`config.mk`:
```
export PLATFORM = sky130hd
export DESIGN_NAME = exu_wb_resp
export DESIGN_NICKNAME = d
export VERILOG_FILES = /design/src/rtl/exu_wb_pkg.sv /design/src/rtl/exu_wb_lfsr.sv /design/src/rtl/exu_wb_resp.sv
export SDC_FILE = /design/constraint.sdc
export NUM_CORES = 1
export LEC_CHECK = 0
export BUFFER_PORTS_ARGS = -buffer_cell sky130_fd_sc_hd__buf_4
export CAP_MARGIN = 20
export CORE_MARGIN = 1.5
export CORE_UTILIZATION = 54
export CTS_CLUSTER_SIZE = 12
export DETAILED_ROUTE_END_ITERATION = 16
export PLACE_DENSITY = 0.86
export SLEW_MARGIN = 20
export SYNTH_ARGS = -nofsm -noshare
export SYNTH_HDL_FRONTEND = slang
export SYNTH_HIERARCHICAL = 1
export SYNTH_SLANG_ARGS = --single-unit
```
`constraint.sdc`:
```
create_clock -name clk -period 4.76 [get_ports clk]
set_input_delay 0.238 -clock clk [delete_from_list [all_inputs] [get_ports clk]]
set_output_delay 0.238 -clock clk [all_outputs]
set_load 0.05 [all_outputs]
```
`src/rtl/exu_wb_pkg.sv`:
```
// rtl/exu_wb_pkg.sv - shared types and constants for the exu writeback responder
package exu_wb_pkg;

    localparam int          IRF_DATA_W       = 72;
    localparam int          IRF_RD_W         = 5;
    localparam int          STARVE_LIMIT_DEF = 3;
    localparam int          STALL_MAX_DEF    = 3;
    localparam logic [15:0] LFSR_SEED_DEF    = 16'hACE1;

    typedef enum logic [1:0] {
        ST_IDLE    = 2'd0,
        ST_STALL   = 2'd1,
        ST_GRANT   = 2'd2,
        ST_RECOVER = 2'd3
    } wb_state_e;

    typedef enum logic {
        WIN_DIV     = 1'b0,
        WIN_RESTORE = 1'b1
    } wb_win_e;

    function automatic logic [1:0] stall_clip(input logic [1:0] raw, input logic [1:0] max);
        return (raw > max) ? max : raw;
    endfunction

endpackage

```
`src/rtl/exu_wb_lfsr.sv`:
```
// rtl/exu_wb_lfsr.sv - 16-bit Fibonacci LFSR (taps 16,14,13,11) driving injected stalls
module exu_wb_lfsr #(
    parameter logic [15:0] SEED = 16'hACE1
) (
    input  logic        clk,
    input  logic        rst,
    output logic [15:0] lfsr
);

    logic feedback;

    assign feedback = lfsr[15] ^ lfsr[13] ^ lfsr[12] ^ lfsr[10];

    always_ff @(posedge clk) begin
        if (rst) begin
            lfsr <= SEED;
        end else begin
            lfsr <= {lfsr[14:0], feedback};
        end
    end

endmodule

```
`src/rtl/exu_wb_resp.sv`:
```
// rtl/exu_wb_resp.sv - div/restore writeback arbiter; EXU_WB_RESP_STALL_EN adds LFSR stalls
module exu_wb_resp
    import exu_wb_pkg::*;
#(
    parameter int          STARVE_LIMIT = STARVE_LIMIT_DEF,
    parameter int          STALL_MAX    = STALL_MAX_DEF,
    parameter logic [15:0] LFSR_SEED    = LFSR_SEED_DEF
) (
    input  logic                  clk,
    input  logic                  rst,
    input  logic                  div_req,
    input  logic [IRF_DATA_W-1:0] div_data,
    input  logic [IRF_RD_W-1:0]   div_rd,
    input  logic                  restore_req,
    input  logic [IRF_DATA_W-1:0] restore_data,
    input  logic [IRF_RD_W-1:0]   restore_rd,
    output logic                  div_ack,
    output logic                  restore_ack,
    output logic                  irf_wen,
    output logic [IRF_DATA_W-1:0] irf_data,
    output logic [IRF_RD_W-1:0]   irf_rd,
    output logic                  proto_err
);

    localparam logic [1:0] STALL_MAX_L    = 2'(STALL_MAX);
    localparam logic [2:0] STARVE_LIMIT_L = 3'(STARVE_LIMIT);

    wb_state_e             state_q, state_d;
    wb_win_e               win_q, lat_win;
    logic [IRF_DATA_W-1:0] data_q, lat_data;
    logic [IRF_RD_W-1:0]   rd_q, lat_rd;
    logic [1:0]            stall_q, stall_d, stall_val;
    logic [2:0]            restore_wait_q;
    logic                  restore_wins, win_req, drop, enter_grant;

`ifdef EXU_WB_RESP_STALL_EN
    logic [15:0] lfsr;

    exu_wb_lfsr #(.SEED(LFSR_SEED)) u_lfsr (
        .clk  (clk),
        .rst  (rst),
        .lfsr (lfsr)
    );

    assign stall_val = stall_clip(lfsr[1:0], STALL_MAX_L);
`else
    assign stall_val = stall_clip(LFSR_SEED[1:0] & 2'b00, STALL_MAX_L);
`endif

    assign restore_wins = restore_req && (!div_req || (restore_wait_q >= STARVE_LIMIT_L));
    assign win_req      = (win_q == WIN_DIV) ? div_req : restore_req;
    assign enter_grant  = (state_d == ST_GRANT);

    always_comb begin
        state_d  = state_q;
        lat_win  = win_q;
        lat_data = data_q;
        lat_rd   = rd_q;
        stall_d  = stall_q;
        drop     = 1'b0;
        case (state_q)
            ST_IDLE: begin
                if (div_req || restore_req) begin
                    lat_win  = restore_wins ? WIN_RESTORE : WIN_DIV;
                    lat_data = restore_wins ? restore_data : div_data;
                    lat_rd   = restore_wins ? restore_rd : div_rd;
                    stall_d  = stall_val;
                    state_d  = (stall_val != 2'd0) ? ST_STALL : ST_GRANT;
                end
            end
            ST_STALL: begin
                // winner abandoning its request mid-stall is a protocol error
                if (!win_req) begin
                    drop    = 1'b1;
                    stall_d = 2'd0;
                    state_d = ST_IDLE;
                end else begin
                    stall_d = stall_q - 2'd1;
                    if (stall_q <= 2'd1) begin
                        stall_d = 2'd0;
                        state_d = ST_GRANT;
                    end
                end
            end
            ST_GRANT:   state_d = ST_RECOVER;
            ST_RECOVER: state_d = ST_IDLE;
            default:    state_d = ST_IDLE;
        endcase
    end

    always_ff @(posedge clk) begin
        if (rst) begin
            state_q        <= ST_IDLE;
            win_q          <= WIN_DIV;
            data_q         <= '0;
            rd_q           <= '0;
            stall_q        <= 2'd0;
            restore_wait_q <= 3'd0;
            div_ack        <= 1'b0;
            restore_ack    <= 1'b0;
            irf_wen        <= 1'b0;
            irf_data       <= '0;
            irf_rd         <= '0;
            proto_err      <= 1'b0;
        end else begin
            state_q     <= state_d;
            win_q       <= lat_win;
            data_q      <= lat_data;
            rd_q        <= lat_rd;
            stall_q     <= stall_d;
            div_ack     <= enter_grant && (lat_win == WIN_DIV);
            restore_ack <= enter_grant && (lat_win == WIN_RESTORE);
            irf_wen     <= enter_grant;
            if (enter_grant) begin
                irf_data <= lat_data;
                irf_rd   <= lat_rd;
            end
            if (drop) begin
                proto_err <= 1'b1;
            end
            if (!restore_req || restore_ack) begin
                restore_wait_q <= 3'd0;
            end else if (restore_wait_q != 3'd7) begin
                restore_wait_q <= restore_wait_q + 3'd1;
            end
        end
    end

endmodule

```
== Word level (Yosys, flattened, before mapping) ==
Index checks and enable logic that the tools add are counted.
Word-level totals
  register bits: 166
  word-level logic and storage cells: 55
  input bits: 158
Cells by class
  reductions and logical operators: 12
  bitwise logic cells: 1
  add/sub/neg operators: 2
  equality and inequality tests: 6
  order comparisons: 2
  mux-type cells: 20
Operator list (count)
  72-bit two-way mux: 3
  5-bit two-way mux: 3
  2-bit two-way mux: 6
  2-bit one-hot mux with 4 select lines: 1
  2-bit equality test (second input constant): 3
  1-bit two-way mux: 6
  2-bit one-hot mux with 2 select lines: 1
  3-bit by 1-bit adder with 3-bit output (second input constant): 1
  3-bit by 2-bit greater-or-equal comparator with 1-bit output (second input constant): 1
  1-bit logical AND: 3
  1-bit logical OR: 3
  3-bit != test (second input constant): 1
  2-bit by 1-bit equality test with 1-bit output (second input constant): 1
  2-bit by 1-bit <= comparator with 1-bit output (second input constant): 1
  1-bit zero test: 2
  2-bit zero test: 1
  2-bit != test (second input constant): 1
  2-bit AND reduction: 1
  2-bit nonzero test: 1
  2-bit OR reduction: 1
  2-bit by 1-bit subtractor with 2-bit output (second input constant): 1
  1-bit NOT: 1

== Logic depth before layout (Yosys ltp) ==
  depth after elaboration: 8
  mapped depth: 8

== Worst setup path before layout ==
OpenSTA, ideal clock, no wires.
  kind: register -> register
  from: register restore_wait_q[0]
  to: register data_q[61]
  path buffers: 3
  slack: 2864 ps
  arrival time: 1759 ps
  stages on the path, launching flop included: 9
  clock period less this slack: 1896 ps
  library setup time: 137 ps
  cell sequence: dfxtp_1 ha_1 ha_1 o41ai_1 buf_2 buf_6 buf_8 mux2i_1 a211oi_1
On the way
  longest elaborated chain between the ends: 6
RTL lines
  start: declaration: RTL line exu_wb_resp.sv:33  | logic [2:0] restore_wait_q;
  start signal: assignment: RTL line exu_wb_resp.sv:124  | restore_wait_q <= restore_wait_q + 3'd1;
  3-bit by 2-bit greater-or-equal comparator with 1-bit output: RTL line exu_wb_resp.sv:50  | assign restore_wins = restore_req && (!div_req || (restore_wait_q >= STARVE_LIMIT_L));
  1-bit logical OR: RTL line exu_wb_resp.sv:50
  1-bit logical AND: RTL line exu_wb_resp.sv:50
  72-bit two-way mux: RTL line exu_wb_resp.sv:65  | lat_data = restore_wins ? restore_data : div_data;
  72-bit two-way mux: RTL line exu_wb_resp.sv:63  | if (div_req || restore_req) begin
  72-bit two-way mux: RTL line exu_wb_resp.sv:61  | case (state_q)
  end signal: assignment: RTL line exu_wb_resp.sv:108  | data_q <= lat_data;
  end: declaration: RTL line exu_wb_resp.sv:30  | logic [IRF_DATA_W-1:0] data_q, lat_data;
Every way passes these cells.
A chain may end at the register's enable or synchronous reset.

== Final worst setup path ==
  from: register win_q
  to: register irf_data[0]
On the way
  longest elaborated chain between the ends: 4
RTL lines
  start: declaration: RTL line exu_wb_resp.sv:29  | wb_win_e win_q, lat_win;
  start signal: assignment: RTL line exu_wb_resp.sv:107  | win_q <= lat_win;
  1-bit two-way mux: RTL line exu_wb_resp.sv:51  | assign win_req = (win_q == WIN_DIV) ? div_req : restore_req;
  2-bit two-way mux: RTL line exu_wb_resp.sv:73  | if (!win_req) begin
  2-bit one-hot mux with 4 select lines: RTL line exu_wb_resp.sv:61
  2-bit equality test: RTL line exu_wb_resp.sv:52  | assign enter_grant = (state_d == ST_GRANT);
  end signal: assignment: RTL line exu_wb_resp.sv:115  | irf_data <= lat_data;
  end: declaration: RTL line exu_wb_resp.sv:20  | output logic [IRF_DATA_W-1:0] irf_data,
Every way passes these cells.

==> metrics.md <==
| Metric | Value |
|---|---|
| Static Leakage | 3.996 nW |
| Final hold vios | 0 |
| Placeable Area | 12110 µm² |
| Post-Route Setup TNS | 0 ps |
| Mapped Nets | 836 |
| Design Power | 3.883 mW |
| Fin area | 9059 µm² |
| Post-DP HPWL | 12250 µm |
| Fraction of layout cells with a size suffix above 1 | 32.15% |
| Buf/Inv on CP | 1 |
| Post_cts resized | 0 |
| Vias after detailed routing | 6407 |
| Hold Path Class | primary input to register |
| Clock transition at path regs | 60 ps |
| Slew Limit Fails | 0 |
| RSZ-0062 raised after global routing | false |
| ANT cells | 0 |
| Die width | 114.8 µm |
| Row count | 40 |
| Post-layout minimum cycle time | 2780 ps |
| Clock root cell | clkbuf_16 |
| CP endpoint kind | register |
| Top delay family on crit path | simple AND/OR/NAND/NOR gates |
| GPL Wtd Cong | 0.8173 |
| Worst skew pair latency | 420 ps |
| Post-layout util | 74.79% |
| Outcome | finished clean |
| Mapped Area | 6755 µm² |
| Final setup vio count | 0 |
| Buffers on Ports | 238 |
| Post-CTS Setup Bufs | 0 |
| Crit path launch type | register |
| Slew HR | 26.75% |
| Initial antenna violation count | 0 |
| Peak VDD IR | 193.2 µV |
| Power density over the cells | 428.7 nW/µm² |
| CP cell instances | mux2i_1 > or3_2 > buf_4 > a32oi_1 > o22ai_1 |
| Data required, critical path | 5070 ps |
| GRT overflow | 0 |
| Vias in the first global route | 5975 |
| FFs w/ async S/R, synth | 0% |
| Initial DRC count | 805 |
| TritonCTS clock tree | yes |
| Mapped Cells | 675 |
| Synth warn | 6 |
| CTS Buffer Depth | 2 |
| Nets@finish | 1024 |
| CTS Buf Count | 17 |
| CTS Hold Bufs | 0 |
| Placed Area | 8488 µm² |
| Area delta synth->final | 34.10% |
| CTS Sinks | 166 |
| Vias per std cell | 6.149 |
| Crit Path Class | register to register |
| Data arrival, critical path | 3090 ps |
| Avg Cell Area, Syn | 10.01 µm² |
| H-tree levels | 4 |
| Final period util | 58.41% |
| DRC violations left | 0 |
| Pin count of the biggest net entering global routing | 87 |
| Top FF cell, synth | dfxtp_1 |
| Max Clk Rate | 359.7 MHz |
| First-pass GRT wire length | 29320 µm |
| Routed wire length | 19120 µm |
| Initial Util | 55.77% |
| Worst stage delay on the critical path | 970 ps |
| Yosys reg bits | 166 |
| DRT Pass-1 Iters | 6 |
| Register area | 3323 µm² |
| I/O pins | 239 |
| DIE HEIGHT | 114.8 µm |
| WL/cell | 18.35 µm |
| Die area | 13190 µm² |
| Fill count | 860 |
| Total routing usage reported by global routing | 27.92% |
| Remaining antenna violation count | 0 |
| Clock skew | 8.761 ps |
| Netlist cell types | 29 |
| Critical path fanouts, max | 54 |
| Multi-input combinational cell area | 3078 µm² |
| Post-synth EDFFs | 0 |
| Tightest Pin Transition | 1099 ps |
| Max_cap viols | 0 |
| CP max-delay cell | or3_2 |
| Seq/Total Area, Yosys | 49.19% |
-- worst min-delay path: stages --
cell and delay [ps]:
buf_4 80, mux2i_1 80, o22ai_1 120
-- synthesized netlist by cell type (all sizes together) (2+ instances only) --
cell	instances	share of area, %
a31oi	2	0.19
nand2	3	0.17
nor2	88	4.9
or3	2	0.19
clkbuf	46	2.6
ha	3	0.56
buf	33	2.8
mux2i	79	12
a21oi	3	0.22
nand2b	3	0.28
inv	4	0.22
a211oi	77	8.6
dfxtp	166	49
o22ai	78	7.2
nor3	3	0.30
a32oi	77	10
nor3b	2	0.22
-- layout by cell type (no fill, tap or decap), types with 4 or more instances in the layout --
cell type,n
a211oi_1,77
a32oi_1,77
buf_4,248
clkbuf_1,4
clkbuf_16,17
clkinvlp_4,4
dfxtp_1,166
mux2i_1,79
nor2_1,88
o22ai_1,78
-- cells by family after synthesis --
logic type | share of synthesized area (%)
xor+xnor | 0.1297
buf+inv | 5.594
simple gates | 6.260
mux | 11.71
fa+ha+maj | 0.5557
compound gates | 26.56
flops | 49.19
-- stage by stage --
step	setup WS [ps]	instances	hold slack [ps]
global placement	2195	1012	475.2
detailed placement	2034	1012	472.8
finish	1980	1042	138.3
global route	1787	1042	142.9
floorplan	2864	675	403.5
CTS	2023	1042	124.9
-- routing by layer --
layer	share of wire (%)	wire length (µm)	up-vias	global-route usage, %
met5	0	0	-	0
met4	2.8	527	0	11.69
met3	8.2	1576	52	6.958
met2	49	9447	321	47.74
met1	40	7568	3023	33.63
li1	-	-	3011	-
-- cell type report --
class | count | share of cell area (%)
clock buffers | 21 | 4.862
clock inverters | 9 | 1.436
inverters | 4 | 0.1657
multi-input cells | 426 | 33.98
flip-flops and latches | 166 | 36.69
well taps | 168 | 2.320
repair buffers | 248 | 20.55
-- sequential cells by signal (all words and copies together), names as in the netlist --
name            flops
irf_rd              5
irf_data           72
stall_q             2
data_q             72
restore_ack         1
restore_wait_q      3
irf_wen             1
rd_q                5
win_q               1
state_q             2
proto_err           1
div_ack             1
-- report_power, final --
| group | leakage, nW | internal, mW | switching, mW | total [mW] |
|---|---|---|---|---|
| Combinational | 2.36 | 0.325 | 0.584 | 0.909 |
| Clock | 0.265 | 0.817 | 0.524 | 1.34 |
| Sequential | 1.37 | 1.54 | 0.0898 | 1.63 |
| Total | 4.00 | 2.69 | 1.20 | 3.88 |
-- path summary, 6_finish.rpt --
check                                             from                       end  slack (ps)  depth (start not counted)
worst max register to register        win_q$_SDFF_PP0_  irf_data[0]$_SDFFE_PP0N_        1980                          5
worst max-delay path                  win_q$_SDFF_PP0_  irf_data[0]$_SDFFE_PP0N_        1980                          5
worst min register to register  proto_err$_SDFFE_PP0P_    proto_err$_SDFFE_PP0P_         490                          2
worst min-delay path                     restore_rd[3]    irf_rd[3]$_SDFFE_PP0N_         140                          3
(Power assumes the default switching activity.)
